### config.mk
export PLATFORM = sky130hd
export DESIGN_NAME = fault_latch_bank_flat
export DESIGN_NICKNAME = d
export VERILOG_FILES = /design/src/rtl/fault_latch_bank_if.sv /design/src/rtl/fault_latch_bank.sv /design/src/flat_wrapper.sv
export SDC_FILE = /design/constraint.sdc
export NUM_CORES = 1
export LEC_CHECK = 0
export ABC_AREA = 1
export CORE_UTILIZATION = 53
export CTS_CLUSTER_SIZE = 16
export DETAILED_ROUTE_END_ITERATION = 16
export PLACE_DENSITY_LB_ADDON = 0.12
export SETUP_SLACK_MARGIN = 0.02
export SKIP_CTS_REPAIR_TIMING = 1
export SLEW_MARGIN = 15
export SYNTH_ARGS = -nofsm -noshare
export SYNTH_HDL_FRONTEND = slang
export SYNTH_SLANG_ARGS = --single-unit
### constraint.sdc
create_clock -name clk -period 4.92 [get_ports clk]
set_input_delay 0.984 -clock clk [delete_from_list [all_inputs] [get_ports clk]]
set_output_delay 0.984 -clock clk [all_outputs]
set_load 0.1 [all_outputs]
### src/rtl/fault_latch_bank_if.sv
// fault_latch_bank_if: bundle of fault inputs, clear/lamp-test controls and latch status outputs
//   master: drives i_in (active-low faults), i_clear, i_la_test; observes o_* status
//   slave : the latch bank; consumes i_*, drives o_out, o_la, o_any_err, o_first_vld,
//           o_first_idx, o_err_cnt
interface fault_latch_bank_if #(
  parameter int N_CH  = 4,
  parameter int CNT_W = 8,
  parameter int IDX_W = (N_CH > 1) ? $clog2(N_CH) : 1
);
  logic [N_CH-1:0]  i_in;
  logic [N_CH-1:0]  i_clear;
  logic             i_la_test;
  logic [N_CH-1:0]  o_out;
  logic [N_CH-1:0]  o_la;
  logic             o_any_err;
  logic             o_first_vld;
  logic [IDX_W-1:0] o_first_idx;
  logic [CNT_W-1:0] o_err_cnt;
  modport master(
    output i_in, i_clear, i_la_test,
    input  o_out, o_la, o_any_err, o_first_vld, o_first_idx, o_err_cnt
  );
  modport slave(
    input  i_in, i_clear, i_la_test,
    output o_out, o_la, o_any_err, o_first_vld, o_first_idx, o_err_cnt
  );
endinterface

### src/rtl/fault_latch_bank.sv
// fault_latch_bank: N_CH glitch-filtered fault latches with clear, first-fault capture, event counter and lamps
//   clk   : clock, all state updates on posedge
//   reset : synchronous active-low reset
//   bus   : slave side of fault_latch_bank_if (faults/clears/lamp test in, flags/lamps/status out)
module fault_latch_bank #(
  parameter int N_CH             = 4,
  parameter int FILTER           = 3,
  parameter bit LA_ON_WHEN_RESET = 1'b0,
  parameter int CNT_W            = 8
) (
  input logic clk,
  input logic reset,
  fault_latch_bank_if.slave bus
);
  localparam int IDX_W = (N_CH > 1) ? $clog2(N_CH) : 1;
  localparam int FW    = $clog2(FILTER + 1);
  localparam int SW    = CNT_W + $clog2(N_CH + 1) + 1;
  localparam logic [CNT_W-1:0] CNT_MAX = '1;
  logic [N_CH-1:0]  r_out;
  logic [FW-1:0]    r_fcnt [N_CH];
  logic             r_first_vld;
  logic [IDX_W-1:0] r_first_idx;
  logic [CNT_W-1:0] r_err_cnt;
  logic [N_CH-1:0]  w_latch;
  logic [N_CH-1:0]  w_nxt_out;
  logic [FW-1:0]    w_nxt_fcnt [N_CH];
  logic [IDX_W-1:0] w_low_idx;
  logic [IDX_W-1:0] w_nxt_idx;
  logic [SW-1:0]    w_sum;
  logic [CNT_W-1:0] w_nxt_cnt;
  always_comb begin
    w_latch    = '0;
    w_nxt_out  = '0;
    w_nxt_fcnt = '{default: '0};
    w_low_idx  = '0;
    w_sum      = SW'(r_err_cnt);
    // descending scan so the lowest latching channel is the last one written
    for (int i = N_CH - 1; i >= 0; i--) begin
      w_latch[i]    = ~r_out[i] & ~bus.i_in[i] & (r_fcnt[i] == FW'(FILTER - 1));
      w_nxt_out[i]  = r_out[i] ? ~(bus.i_clear[i] & bus.i_in[i]) : w_latch[i];
      w_nxt_fcnt[i] = (r_out[i] | w_latch[i] | bus.i_in[i] | bus.i_clear[i]) ? '0 : r_fcnt[i] + FW'(1);
      w_low_idx     = w_latch[i] ? IDX_W'(i) : w_low_idx;
      w_sum         = w_sum + SW'(w_latch[i]);
    end
    // a new latch starts a fresh episode when no previously latched channel survives this edge
    w_nxt_idx = ((|w_latch) & ~(|(r_out & w_nxt_out))) ? w_low_idx : r_first_idx;
    w_nxt_cnt = (w_sum > SW'(CNT_MAX)) ? CNT_MAX : w_sum[CNT_W-1:0];
  end
  always_ff @(posedge clk) begin
    if (!reset) begin
      r_out       <= '0;
      r_fcnt      <= '{default: '0};
      r_first_vld <= 1'b0;
      r_first_idx <= '0;
      r_err_cnt   <= '0;
    end else begin
      r_out       <= w_nxt_out;
      r_fcnt      <= w_nxt_fcnt;
      r_first_vld <= |w_nxt_out;
      r_first_idx <= w_nxt_idx;
      r_err_cnt   <= w_nxt_cnt;
    end
  end
  assign bus.o_out       = r_out;
  assign bus.o_any_err   = |r_out;
  assign bus.o_la        = r_out | {N_CH{bus.i_la_test}} | {N_CH{LA_ON_WHEN_RESET & ~reset}};
  assign bus.o_first_vld = r_first_vld;
  assign bus.o_first_idx = r_first_idx;
  assign bus.o_err_cnt   = r_err_cnt;
endmodule

### src/flat_wrapper.sv
// flat-port wrapper written by rule: the top's interface ports become plain ports
module fault_latch_bank_flat 
#(
  parameter int N_CH             = 4,
  parameter int FILTER           = 3,
  parameter bit LA_ON_WHEN_RESET = 1'b0,
  parameter int CNT_W            = 8
)
  (clk, reset, bus_i_in, bus_i_clear, bus_i_la_test, bus_o_out, bus_o_la, bus_o_any_err, bus_o_first_vld, bus_o_first_idx, bus_o_err_cnt);
  fault_latch_bank_if #(.N_CH(N_CH), .CNT_W(CNT_W)) bus_i ();
  input logic clk;
  input logic reset;
  input wire logic [$bits(bus_i.i_in)-1:0] bus_i_in;
  input wire logic [$bits(bus_i.i_clear)-1:0] bus_i_clear;
  input wire logic [$bits(bus_i.i_la_test)-1:0] bus_i_la_test;
  output wire logic [$bits(bus_i.o_out)-1:0] bus_o_out;
  output wire logic [$bits(bus_i.o_la)-1:0] bus_o_la;
  output wire logic [$bits(bus_i.o_any_err)-1:0] bus_o_any_err;
  output wire logic [$bits(bus_i.o_first_vld)-1:0] bus_o_first_vld;
  output wire logic [$bits(bus_i.o_first_idx)-1:0] bus_o_first_idx;
  output wire logic [$bits(bus_i.o_err_cnt)-1:0] bus_o_err_cnt;
  assign bus_i.i_in = bus_i_in;
  assign bus_i.i_clear = bus_i_clear;
  assign bus_i.i_la_test = bus_i_la_test;
  assign bus_o_out = bus_i.o_out;
  assign bus_o_la = bus_i.o_la;
  assign bus_o_any_err = bus_i.o_any_err;
  assign bus_o_first_vld = bus_i.o_first_vld;
  assign bus_o_first_idx = bus_i.o_first_idx;
  assign bus_o_err_cnt = bus_i.o_err_cnt;
  fault_latch_bank #(.N_CH(N_CH), .FILTER(FILTER), .LA_ON_WHEN_RESET(LA_ON_WHEN_RESET), .CNT_W(CNT_W)) u_core (.clk(clk), .reset(reset), .bus(bus_i));
endmodule
=== Word level (Yosys, flattened, before mapping) ===
Index checks and enable logic that the tools add are counted.

* Register bits after elaboration: 23
* Bits of input ports: 11
* Output and inout bits: 20
* Logic and storage cells: 79

* $add $sub $neg: 8
* Order comparisons: 1
* Equality and inequality tests: 4
* Muxes and demuxes: 9
* Bitwise gates (word level): 41
* Reductions and logical operators: 8

{| class="wikitable"
|+ Operator list
! kind !! number
|-
| adder 12 x 1 -> 12 bit || 3
|-
| OR reduction 4 bit || 4
|-
| NOT 1 bit || 14
|-
| AND 1 bit || 13
|-
| greater-than comparator 12 x 8 -> 1 bit (second input constant) || 1
|-
| bitwise OR 1 bit || 12
|-
| adder 8 x 1 -> 9 bit || 1
|-
| adder 2 x 1 -> 2 bit (second input constant) || 4
|-
| == test 2 bit (second input constant) || 4
|-
| 2-to-1 mux 2 bit || 4
|-
| 2-to-1 mux 8 bit || 1
|-
| OR reduction 2 bit || 4
|-
| AND 4 bit || 1
|-
| 2-to-1 mux 1 bit || 4
|-
| bitwise OR 4 bit || 1
|}

=== Longest topological paths before layout ===
* Depth in word-level cells: 9
* Depth in mapped cells: 18
* Gate-level depth less buffers: 18

=== Least setup slack after synthesis ===
Ideal clock, no wire load.

* Kind: reg-to-reg
* From: register u_core.r_out[3], in the netlist u_core.bus.o_out[3]
* To: register u_core.r_err_cnt[6], in the netlist u_core.bus.o_err_cnt[6]
* Setup time: 0.116 ns
* Data arrival time: 3.368 ns
* Data required time: 4.804 ns
* Slack: 1.435 ns
* Stages on the path, launching flop included: 17
* Buffers on the path: 0
* Clock period less this slack: 3.485 ns
* Path through: dfxtp_1 inv_1 nand3_1 inv_1 ha_1 inv_1 fa_1 inv_1 ha_1 inv_1 fa_1 nor2_2 nand3_1 o21ai_0 nand2_1 nor2_2 nor2_2

* Cells in the longest elaborated chain, start to end: 9

{| class="wikitable"
|+ RTL lines
! element !! RTL line !! source
|-
| from (decl) || fault_latch_bank.sv:19 || <nowiki>logic [N_CH-1:0] r_out;</nowiki>
|-
| from (signal assigned) || fault_latch_bank.sv:57 || <nowiki>r_out <= w_nxt_out;</nowiki>
|-
| NOT 1 bit * || fault_latch_bank.sv:39 || <nowiki>w_latch[i] = ~r_out[i] & ~bus.i_in[i] & (r_fcnt[i] == FW'(FILTER - 1));</nowiki>
|-
| AND 1 bit * (2 in a row) || fault_latch_bank.sv:39 ||
|-
| adder 8 x 1 -> 9 bit * || fault_latch_bank.sv:43 || <nowiki>w_sum = w_sum + SW'(w_latch[i]);</nowiki>
|-
| adder 12 x 1 -> 12 bit * (3 in a row) || fault_latch_bank.sv:43 ||
|-
| greater-than comparator 12 x 8 -> 1 bit || fault_latch_bank.sv:47 || <nowiki>w_nxt_cnt = (w_sum > SW'(CNT_MAX)) ? CNT_MAX : w_sum[CNT_W-1:0];</nowiki>
|-
| 2-to-1 mux 8 bit * || fault_latch_bank.sv:47 ||
|-
| to (signal assigned) || fault_latch_bank.sv:61 || <nowiki>r_err_cnt <= w_nxt_cnt;</nowiki>
|-
| to (decl) || fault_latch_bank.sv:23 || <nowiki>logic [CNT_W-1:0] r_err_cnt;</nowiki>
|}

Mark *: on every way between the ends. The rest lies on a longest branch, timed or not.
A chain may end at the register's enable or synchronous reset.

=== Worst setup path after layout ===
* From: input bus_i_la_test
* To: output bus_o_la[1]

* Cells in the longest elaborated chain, start to end: 1

{| class="wikitable"
|+ RTL lines
! element !! RTL line !! source
|-
| from (decl) || flat_wrapper.sv:15 || <nowiki>input wire logic [$bits(bus_i.i_la_test)-1:0] bus_i_la_test;</nowiki>
|-
| bitwise OR 4 bit || fault_latch_bank.sv:66 || <nowiki>assign bus.o_la = r_out | {N_CH{bus.i_la_test}} | {N_CH{LA_ON_WHEN_RESET & ~reset}};</nowiki>
|-
| to (decl) || flat_wrapper.sv:17 || <nowiki>output wire logic [$bits(bus_i.o_la)-1:0] bus_o_la;</nowiki>
|}

No other way between the ends.

==> impl_metrics.py <==
metrics = {
    "run_status": {
        "status": "completed",
    },
    "timing": {
        "setup_viol": 0,
        "max_freq_ghz": 0.270,
        "maxSlewViolCount": 0,
        "tns_ns": 0,
        "hold_viol_final": 0,
        "skew_ns": 0.00270,
        "min_period_ns": 3.70,
        "relSlewSlack_pct": 33.9,
        "tightest_slew_ns": 0.988,
        "grt_setup_unrepaired": "no",
        "period_share_pct": 75.2,
    },
    "synthesis": {
        "ys_top_cells_by_area": "dfxtp_1, nand2_1, inv_1",
        "synth_cells": 200,
        "yosysTopAreaCellShare_pct": 33.6,
        "synth_edf_count": 0,
        "async_flop_share_pct": 0,
        "synth-seq-cells": 23,
        "synth_nets": 221,
        "seq_area_frac_synth_pct": 33.6,
        "syn-cell-area_mm2": 0.00137,
        "synth_ff_type": "dfxtp_1",
        "synth_largest_area_cell": "dfxtp_1",
        "avgSynthCellArea_um2": 6.85,
        "synthDistinctLibCells": 25,
        "ys_warn_count": 0,
    },
    "worst_setup_path": {
        "cp_max_fo": 4,
        "r2r_slack_ns": 1.83,
        "critPathCaptureType": "primary output",
        "worstPathRequired_ns": 3.94,
        "worst-setup-path-type": "input port to primary output",
        "reg2regPathDepth": 17,
        "worst_ep_arrival_time_ns": 2.71,
        "start_kind": "input port",
    },
    "cts": {
        "clock_sinks": 23,
        "htreeDepth": 1,
        "clk_latency_ns": 0.31,
        "clk_path_buf_depth": 2,
        "cts_made_buffers": 3,
        "cts_tree": "built",
        "root_buffer": "clkbuf_4",
        "clkSlewWorstSetupHoldPaths_ns": 0.13,
    },
    "placement": {
        "gp_congestion": 0.821,
        "hpwl_um": 2400,
        "portBuffers": 30,
    },
    "final_layout": {
        "nets": 255,
        "post-route-util_pct": 70.5,
        "mostFrequentLayoutCells": "nand2_1, inv_1, clkdlybuf4s50_1, dfxtp_1, nor2_1",
        "final_common_cell": "nand2_1",
        "syn2layout_area_growth_pct": 26.3,
        "drive_gt1_share_pct": 9.44,
        "num_antenna_cells": 0,
    },
    "run": {
        "cap_violations": 0,
    },
    "power": {
        "fin_total_pwr_w": 0.000327,
        "vdd_drop_max_v": 0.000162,
        "power_leakage_nw": 0.846,
        "p_per_area_mw_per_mm2": 189,
    },
    "routing": {
        "route.detailed.drc": 0,
        "drt_pass1_iterations": 4,
        "wl_per_cell_um": 10.9,
        "viasPerCell": 4.94,
        "vias": 1298,
        "drtIter0Drc": 16,
        "routed_wl_um": 2880,
        "ant_nets": 0,
    },
    "die": {
        "die_area_mm2": 0.00279,
        "die_h_um": 52.8,
        "design.core.area_mm2": 0.00245,
        "start_util_pct": 55.8,
        "row_count": 18,
        "die_w_um": 52.8,
        "io_pins": 31,
    },
    "min_path": {
        "min_path_type": "register to register",
        "hold_depth": 1,
    },
    "grt": {
        "grt-ovfl-total": 0,
        "grt_pass1_vias": 1213,
        "grt_antenna_before_repair": 0,
        "grt_usage_pct": 24.5,
        "grt_pass1_wl_um": 4840,
        "grt_max_degree": 14,
    },
}
==> area by class of cell <==
class | instances | area [µm²]
sequential | 23 | 460
tap | 30 | 37.5
timing repair buffer | 30 | 300
clock inverter | 1 | 5.00
multi-input combinational | 137 | 758
fill | 220 | 724
inverter | 39 | 146
clock buffer | 3 | 22.5
==> critical path: stages <==
cell	delay, ns
clkdlybuf4s50_1	0.46
inv_1	0.07
nand2_1	0.07
clkdlybuf4s50_1	1.13
==> cell usage after synthesis (3+ instances only) <==
library cell and number:
nand2_1 59, inv_1 37, dfxtp_1 23, nor2_1 16, nand3_1 12, ha_1 8
nor2_2 6, nand2_2 5, nand4_1 5, a21oi_1 4, nor2_4 3, nor3_1 3
o21ai_1 3, xor2_1 3
==> registers in the layout, summed over array words and instances (netlist names) <==
signal                  count
u_core.bus.o_err_cnt        8
u_core.bus.o_first_idx      2
u_core.bus.o_first_vld      1
u_core.bus.o_out            4
u_core.r_fcnt               8
==> layer usage <==
metal / vias to the layer above / GRT usage (%) / share of wire (%)
li1: 684 / - / -
met1: 571 / 25.0 / 40
met2: 34 / 45.1 / 52
met3: 9 / 5.51 / 5.0
met4: 0 / 13.6 / 3.0
met5: - / 0 / 0
==> cells by family (layout without fill, tap and decap cells) <==
group                      after synthesis  count (layout)  synth area share [%]
AOI/OAI and AO/OA                       13              13                  5.84
DFF                                     23              23                  33.6
and+or+nand+nor                        111             111                  37.4
xor gates and xnor gates                 3               3                  1.92
adders and majority gates               10              10                  10.2
buffers and inverters                   40              73                  11.0
==> power breakdown <==
part	leakage, nW	internal (W)	switching, W	total, W
Clock	0.0177	0.0000304	0.0000592	0.0000896
Sequential	0.186	0.000189	0.00000127	0.000190
Combinational	0.643	0.0000155	0.0000318	0.0000474
==> path summary, 6_finish.rpt <==
path,startpoint,endpoint
setup / recovery,bus_i_la_test,bus_o_la[1]
hold / removal,u_core.r_fcnt[4],u_core.r_fcnt[4]
setup reg to reg,u_core.r_fcnt[0],u_core.bus.o_err_cnt[6]
hold reg to reg,u_core.r_fcnt[4],u_core.r_fcnt[4]
==> through the flow <==
| step | std cells | hold slack (ns) | instance area [µm²] | worst slack (ns) |
|---|---|---|---|---|
| CTS | 263 | 0.423 | 1730 | 1.21 |
| finish | 263 | 0.419 | 1730 | 1.22 |
| floorplan | 200 | 0.391 | 1370 | 1.44 |
| detailed placement | 259 | 0.405 | 1700 | 0.916 |
| global placement | 259 | 0.398 | 1700 | 1.08 |
| global route | 263 | 0.451 | 1730 | 1.06 |
Note: power is estimated with default switching activity, not from simulation.
